**src/rtl/lane_striper_n.sv**
```systemverilog
// lane_striper_n: double-banked TX striper and RX de-striper across NUM_LANES lanes.
// Ordered sets bypass the banks through a 1-deep register stage on each path.
module lane_striper_n #(
   parameter int NUM_LANES = 2,
   parameter int W         = 8,
   parameter int CHUNK     = 4
) (
   input  logic                   clk,
   input  logic                   rst,
   input  logic                   enable_t,
   input  logic                   enable_r,
   input  logic                   data_os,
   input  logic                   tx_in_valid,
   output logic                   tx_in_ready,
   input  logic [W-1:0]           tx_in_data,
   input  logic [NUM_LANES*W-1:0] tx_os_data,
   output logic                   tx_out_valid,
   input  logic                   tx_out_ready,
   output logic [NUM_LANES*W-1:0] tx_out_data,
   input  logic                   rx_in_valid,
   output logic                   rx_in_ready,
   input  logic [NUM_LANES*W-1:0] rx_in_data,
   output logic                   rx_out_valid,
   input  logic                   rx_out_ready,
   output logic [NUM_LANES*W-1:0] rx_out_data,
   output logic                   rx_lanes_on
);
   localparam int B  = NUM_LANES * CHUNK;
   localparam int DW = NUM_LANES * W;
   localparam int CW = (CHUNK > 1) ? $clog2(CHUNK) : 1;
   localparam int BW = (B > 1) ? $clog2(B) : 1;
   localparam int LW = (NUM_LANES > 1) ? $clog2(NUM_LANES) : 1;

   typedef enum logic {MODE_OS = 1'b0, MODE_DATA = 1'b1} mode_t;

   mode_t           r_tx_mode;
   logic [W-1:0]    r_tx_bank [2][B];
   logic [1:0]      r_tx_full;
   logic            r_tx_wr, r_tx_rd;
   logic [BW-1:0]   r_tx_wptr;
   logic [CW-1:0]   r_tx_rptr;
   logic            r_tx_os_valid;
   logic [DW-1:0]   r_tx_os_data;
   logic            w_tx_flush, w_tx_idle, w_tx_stall, w_tx_acc, w_tx_done;
   mode_t           w_tx_mode;

   assign w_tx_flush = rst | ~enable_t;
   assign w_tx_idle  = (r_tx_full == 2'b00) && (r_tx_wptr == '0) && !r_tx_os_valid;
   assign w_tx_mode  = w_tx_idle ? mode_t'(data_os) : r_tx_mode;
   // A pending mode change stalls only at a block boundary so a partial block can still complete.
   assign w_tx_stall = (mode_t'(data_os) != w_tx_mode) && (r_tx_wptr == '0);
   assign tx_in_ready = !w_tx_flush && !w_tx_stall &&
                        ((w_tx_mode == MODE_DATA) ? !r_tx_full[r_tx_wr]
                                                  : (!r_tx_os_valid || tx_out_ready));
   assign w_tx_acc     = tx_in_valid && tx_in_ready;
   assign tx_out_valid = (r_tx_mode == MODE_DATA) ? r_tx_full[r_tx_rd] : r_tx_os_valid;
   assign w_tx_done    = (r_tx_mode == MODE_DATA) && tx_out_valid && tx_out_ready;

   always_comb begin
      tx_out_data = '0;
      if (r_tx_mode == MODE_OS) begin
         if (r_tx_os_valid) tx_out_data = r_tx_os_data;
      end else if (r_tx_full[r_tx_rd]) begin
         for (int unsigned l = 0; l < NUM_LANES; l++)
            tx_out_data[l*W +: W] = r_tx_bank[r_tx_rd][BW'(l*CHUNK) + BW'(r_tx_rptr)];
      end
   end

   always_ff @(posedge clk) begin
      if (w_tx_flush) begin
         r_tx_mode     <= MODE_OS;
         r_tx_full     <= '0;
         r_tx_wr       <= 1'b0;
         r_tx_rd       <= 1'b0;
         r_tx_wptr     <= '0;
         r_tx_rptr     <= '0;
         r_tx_os_valid <= 1'b0;
         r_tx_os_data  <= '0;
      end else begin
         if (w_tx_idle) r_tx_mode <= mode_t'(data_os);
         if (w_tx_acc && w_tx_mode == MODE_DATA) begin
            r_tx_bank[r_tx_wr][r_tx_wptr] <= tx_in_data;
            if (r_tx_wptr == BW'(B-1)) begin
               r_tx_full[r_tx_wr] <= 1'b1;
               r_tx_wr            <= ~r_tx_wr;
               r_tx_wptr          <= '0;
            end else begin
               r_tx_wptr <= r_tx_wptr + 1'b1;
            end
         end
         if (w_tx_done) begin
            if (r_tx_rptr == CW'(CHUNK-1)) begin
               r_tx_full[r_tx_rd] <= 1'b0;
               r_tx_rd            <= ~r_tx_rd;
               r_tx_rptr          <= '0;
            end else begin
               r_tx_rptr <= r_tx_rptr + 1'b1;
            end
         end
         if (w_tx_acc && w_tx_mode == MODE_OS) begin
            r_tx_os_valid <= 1'b1;
            r_tx_os_data  <= tx_os_data;
         end else if (tx_out_ready) begin
            r_tx_os_valid <= 1'b0;
         end
      end
   end

   mode_t           r_rx_mode;
   logic [DW-1:0]   r_rx_bank [2][CHUNK];
   logic [1:0]      r_rx_full;
   logic            r_rx_wr, r_rx_rd;
   logic [CW-1:0]   r_rx_wptr;
   logic [BW-1:0]   r_rx_rptr;
   logic            r_rx_os_valid;
   logic [DW-1:0]   r_rx_os_data;
   logic            w_rx_flush, w_rx_idle, w_rx_stall, w_rx_acc, w_rx_done;
   mode_t           w_rx_mode;
   logic [CW-1:0]   w_rx_beat_idx;
   logic [LW-1:0]   w_rx_lane;
   logic [DW-1:0]   w_rx_beat;

   assign rx_lanes_on = enable_r & ~rst;
   assign w_rx_flush  = rst | ~enable_r;
   assign w_rx_idle   = (r_rx_full == 2'b00) && (r_rx_wptr == '0) && !r_rx_os_valid;
   assign w_rx_mode   = w_rx_idle ? mode_t'(data_os) : r_rx_mode;
   assign w_rx_stall  = (mode_t'(data_os) != w_rx_mode) && (r_rx_wptr == '0);
   assign rx_in_ready = !w_rx_flush && !w_rx_stall &&
                        ((w_rx_mode == MODE_DATA) ? !r_rx_full[r_rx_wr]
                                                  : (!r_rx_os_valid || rx_out_ready));
   assign w_rx_acc     = rx_in_valid && rx_in_ready;
   assign rx_out_valid = (r_rx_mode == MODE_DATA) ? r_rx_full[r_rx_rd] : r_rx_os_valid;
   assign w_rx_done    = (r_rx_mode == MODE_DATA) && rx_out_valid && rx_out_ready;

   assign w_rx_beat_idx = CW'(32'(r_rx_rptr) % CHUNK);
   assign w_rx_lane     = LW'(32'(r_rx_rptr) / CHUNK);
   assign w_rx_beat     = r_rx_bank[r_rx_rd][w_rx_beat_idx];

   always_comb begin
      rx_out_data = '0;
      if (r_rx_mode == MODE_OS) begin
         if (r_rx_os_valid) rx_out_data = r_rx_os_data;
      end else if (r_rx_full[r_rx_rd]) begin
         for (int unsigned l = 0; l < NUM_LANES; l++)
            if (w_rx_lane == LW'(l)) rx_out_data[W-1:0] = w_rx_beat[l*W +: W];
      end
   end

   always_ff @(posedge clk) begin
      if (w_rx_flush) begin
         r_rx_mode     <= MODE_OS;
         r_rx_full     <= '0;
         r_rx_wr       <= 1'b0;
         r_rx_rd       <= 1'b0;
         r_rx_wptr     <= '0;
         r_rx_rptr     <= '0;
         r_rx_os_valid <= 1'b0;
         r_rx_os_data  <= '0;
      end else begin
         if (w_rx_idle) r_rx_mode <= mode_t'(data_os);
         if (w_rx_acc && w_rx_mode == MODE_DATA) begin
            r_rx_bank[r_rx_wr][r_rx_wptr] <= rx_in_data;
            if (r_rx_wptr == CW'(CHUNK-1)) begin
               r_rx_full[r_rx_wr] <= 1'b1;
               r_rx_wr            <= ~r_rx_wr;
               r_rx_wptr          <= '0;
            end else begin
               r_rx_wptr <= r_rx_wptr + 1'b1;
            end
         end
         if (w_rx_done) begin
            if (r_rx_rptr == BW'(B-1)) begin
               r_rx_full[r_rx_rd] <= 1'b0;
               r_rx_rd            <= ~r_rx_rd;
               r_rx_rptr          <= '0;
            end else begin
               r_rx_rptr <= r_rx_rptr + 1'b1;
            end
         end
         if (w_rx_acc && w_rx_mode == MODE_OS) begin
            r_rx_os_valid <= 1'b1;
            r_rx_os_data  <= rx_in_data;
         end else if (rx_out_ready) begin
            r_rx_os_valid <= 1'b0;
         end
      end
   end
endmodule
```
**config.mk**
```make
export PLATFORM = sky130hd
export DESIGN_NAME = lane_striper_n
export DESIGN_NICKNAME = d
export VERILOG_FILES = /design/src/rtl/lane_striper_n.sv
export SDC_FILE = /design/constraint.sdc
export NUM_CORES = 1
export LEC_CHECK = 0
export BUFFER_PORTS_ARGS = -buffer_cell sky130_fd_sc_hd__buf_2
export CAP_MARGIN = 20
export CORE_MARGIN = 2
export CORE_UTILIZATION = 35
export CTS_BUF_LIST = sky130_fd_sc_hd__clkbuf_8
export DETAILED_ROUTE_END_ITERATION = 10
export GPL_ROUTABILITY_DRIVEN = 0
export PLACE_DENSITY = 0.61
export SKIP_CTS_REPAIR_TIMING = 1
export SLEW_MARGIN = 30
export SYNTH_ARGS = -nofsm -noshare
export SYNTH_HDL_FRONTEND = slang
export SYNTH_SLANG_ARGS = --single-unit
```
**constraint.sdc**
```tcl
create_clock -name clk -period 2.5 [get_ports clk]
set_input_delay 0.125 -clock clk [delete_from_list [all_inputs] [get_ports clk]]
set_output_delay 0.125 -clock clk [all_outputs]
set_load 0.05 [all_outputs]
```
==> results.sh <==
export IMPL_num_vias=7686
export IMPL_dieArea_sq_um=37500
export IMPL_drc=0
export IMPL_post_drt_wl_per_cell_um=21.1
export IMPL_ir_drop_mv=0.525
export IMPL_cts_max_level=2
export IMPL_p_comb_share_pct=3.1
export IMPL_synth_compound_area_share_pct=6.28
export IMPL_min_period_ns=2.52
export IMPL_cts_sinks=312
export IMPL_synth_top_family_by_area="multiplexers"
export IMPL_r2r_end="r_tx_bank[0][43]$_DFFE_PP_"
export IMPL_post_synth_xor_area_fraction_pct=0.139
export IMPL_holdCritPathClass="in -> reg"
export IMPL_status="finished with violations"
export IMPL_placed_cells=1316
export IMPL_fin_ws_ns=-0.0221
export IMPL_cp_max_fo=8
export IMPL_power_w=0.0107
export IMPL_cts_root_buffer="clkbuf_8"
export IMPL_drt_iter0_markers=560
export IMPL_cts_tree="yes"
export IMPL_ys_ff_latch=312
export IMPL_syn_to_final_growth_pct=28.2
export IMPL_drive_gt1_share_pct=36.3
export IMPL_holdCritStartpoint="tx_in_valid"
export IMPL_startpoint_type="register"
export IMPL_start_util_pct=35.5
export IMPL_drt_wl_total_um=31200
export IMPL_whs_ns=0.0327
export IMPL_r2r_start="r_tx_wptr[2]$_SDFFE_PP0N_"
export IMPL_yosysWarnings=0
export IMPL_p_sw_w=0.00227
export IMPL_syn_nets=827
export IMPL_r2r_slack_ns=0.36
export IMPL_grt_max_degree=36
export IMPL_nNetsFinal=1036
export IMPL_die_h_um=194
export IMPL_yosys_area_share_simple_pct=6.69
export IMPL_grt_pass1_wl_um=45000
export IMPL_cts_clk_slew_worst_paths_ns=0.06
export IMPL_power_per_cell_area_nw_per_um2=660
export IMPL_hpwlAfterDp_um=19200
export IMPL_ant_nets=0
export IMPL_diodes=0
export IMPL_min_path_cells=4
export IMPL_setup_violations_final=3
export IMPL_worstSetupEndpointType="primary output"
export IMPL_synthFlopType="edfxtp_1"
export IMPL_antenna_found_initial=0
export IMPL_slew_viol_final=0
export IMPL_synth_edf_count=256
export IMPL_cts_path_max_buffers=3
export IMPL_numCtsBuffers=52
export IMPL_setup_tns_ns=-0.0354
export IMPL_fin_cells=1481
export IMPL_async_flop_share_pct=0
export IMPL_synth_cell_types=54
export IMPL_p_leak_nw=5.40
export IMPL_clk_latency_ns=0.61
export IMPL_via_per_inst=5.19
export IMPL_core_area_sq_um=35500
export IMPL_cp_arrival_ns=2.40
export IMPL_place_area_sq_um=13900
export IMPL_power_frac_seq_pct=52.9
export IMPL_hold_end="r_tx_wptr[0]$_SDFFE_PP0N_"
export IMPL_slew_headroom_pct=59.9
export IMPL_avgSynthCellArea_sq_um=16.4
export IMPL_cap_violations=0
export IMPL_grt_ovfl_total=0
export IMPL_path_class="reg -> out"
export IMPL_drt_first_pass_iters=4
export IMPL_yosysSeqAreaShare_pct=69.9
export IMPL_finalClockSkew_ns=0.0278
export IMPL_violations="negative setup slack"
export IMPL_synth_mux_area_fraction_pct=14.1
export IMPL_track_usage_pct=15.8
export IMPL_num_rows=69
export IMPL_rsz0062_at_grt="true"
export IMPL_tightest_slew_ns=0.602
export IMPL_clkPwrFrac_pct=44.0
export IMPL_synth_fa_ha_area_share_pct=0.993
export IMPL_synth_cells=768
export IMPL_p_int_w=0.00839
export IMPL_final_area_sq_um=16200
export IMPL_sw_frac_of_total_pct=21.3
export IMPL_grt_pass1_vias=7531
export IMPL_crit_required_ns=2.38
export IMPL_port_buffers=85
export IMPL_io_pins=86
export IMPL_die_x_um=194
export IMPL_syn_area_sq_um=12600
export IMPL_rr_worst_depth=5
export IMPL_hold_viol_final=0
export IMPL_clock_fmax_mhz=396
export IMPL_nFillCells=3069
export IMPL_min_period_over_period_pct=101
==> cell type report <==
type                    instances  area, sq um  area share, %
flip-flops and latches        312         8820           54.6
inverters                      12         45.0          0.279
repair buffers                200         1760           10.9
well taps                     461          577           3.57
clock buffers                  57          785           4.86
multi-input cells             399         3850           23.9
clock inverters                40          315           1.95
==> worst max path at each step <==
| stage | from | to | slack [ns] | cells after the start |
|---|---|---|---|---|
| detailed placement | r_tx_wptr[0]$_SDFFE_PP0N_ | r_tx_bank[0][42]$_DFFE_PP_ | 0.26 | 7 |
| finish | register | rx_out_data[5] | -0.02 | 6 |
| floorplan | r_tx_wptr[1]$_SDFFE_PP0N_ | r_tx_bank[0][16]$_DFFE_PP_ | 0.02 | 7 |
| global route | register | rx_out_data[0] | -0.12 | 6 |
| global placement | r_rx_wptr[0]$_SDFFE_PN0N_ | r_rx_bank[1][31]$_DFFE_PP_ | 0.27 | 7 |
| CTS | r_rx_wptr[0]$_SDFFE_PN0N_ | rx_in_ready | -0.30 | 7 |
==> placed cells by master (no fill, tap or decap), types with 10 or more instances in the layout <==
master and n:
buf_6 16, clkinv_2 12, buf_2 61, buf_12 15, mux2i_1 13, and2_1 11, nor2_1 26, a21oi_1 42
dfxtp_1 51, inv_1 21, mux4_2 64, buf_4 62, o211ai_1 10, dlygate4sd3_1 43, o21ai_0 41, nand2_1 36
edfxtp_1 256, nand3_1 36, clkbuf_8 57
==> synth_stat cells, drive strengths merged, types with 10 or more instances <==
cell	n	area, sq um
nand2	37	139
o211ai	10	75.1
and2	11	68.8
nor2	26	97.6
mux4	64	1440
ha	10	125
nand3	36	180
buf	19	97.6
a21oi	44	220
mux2i	30	300
o21ai	53	265
dfxtp	56	1120
edfxtp	256	7690
clkbuf	26	98.8
inv	12	45.0
==> flip-flops by register name (all words and copies together) (netlist names), named ones only <==
signal	cells
r_tx_rd	1
r_rx_mode	1
r_rx_wptr	2
r_rx_bank	128
r_tx_rptr	2
r_tx_wr	1
r_rx_wr	1
r_rx_rd	1
r_rx_full	2
r_tx_os_data	16
r_rx_os_data	16
r_tx_full	2
r_tx_wptr	3
r_tx_os_valid	1
r_rx_rptr	3
r_tx_bank	128
r_tx_mode	1
r_rx_os_valid	1
==> cell families (layout without fill, tap and decap cells) <==
group,count (synthesis),after routing
buf+inv,57,309
mux,97,97
flops,312,312
simple gates,157,157
fa+ha+maj,10,10
compound gates,133,133
xor+xnor,2,2
==> power groups by stage <==
stage	clock [W]	sequential, W	combinational [W]
3_5_place_dp	0	0.00574	0.000261
6_report	0.00469	0.00563	0.000331
3_3_place_gp	0	0.00574	0.000257
4_1_cts	0.00481	0.00563	0.000261
5_1_grt	0.00504	0.00563	0.000357
2_1_floorplan	0	0.00574	0.0000939
==> per-layer routing <==
layer / track usage, % / vias up / share of wire, % / routed length [um]
met5: 0 / - / 0 / 0
met3: 3.34 / 61 / 4.4 / 1380
met1: 20.5 / 3926 / 44 / 13600
met2: 25.5 / 219 / 49 / 15200
li1: - / 3480 / - / -
met4: 7.10 / 0 / 3.2 / 1000
==> worst max-delay path, cell delays in order, from the launching register on <==
cell and delay, ns:
dfxtp_4 0.39, buf_12 0.14, buf_12 0.15, mux4_2 0.57
mux2i_2 0.20, o211ai_1 0.13, buf_4 0.21
==> stage by stage <==
stage / utilization (%) / worst slack (ns)
final: 45.5 / -0.0221
after global routing: 45.5 / -0.123
after CTS: 42.4 / -0.303
after detailed placement: 39.3 / 0.259
after global placement: 39.3 / 0.273
after floorplan: - / 0.0223
Power figures use the tool's default switching activity.
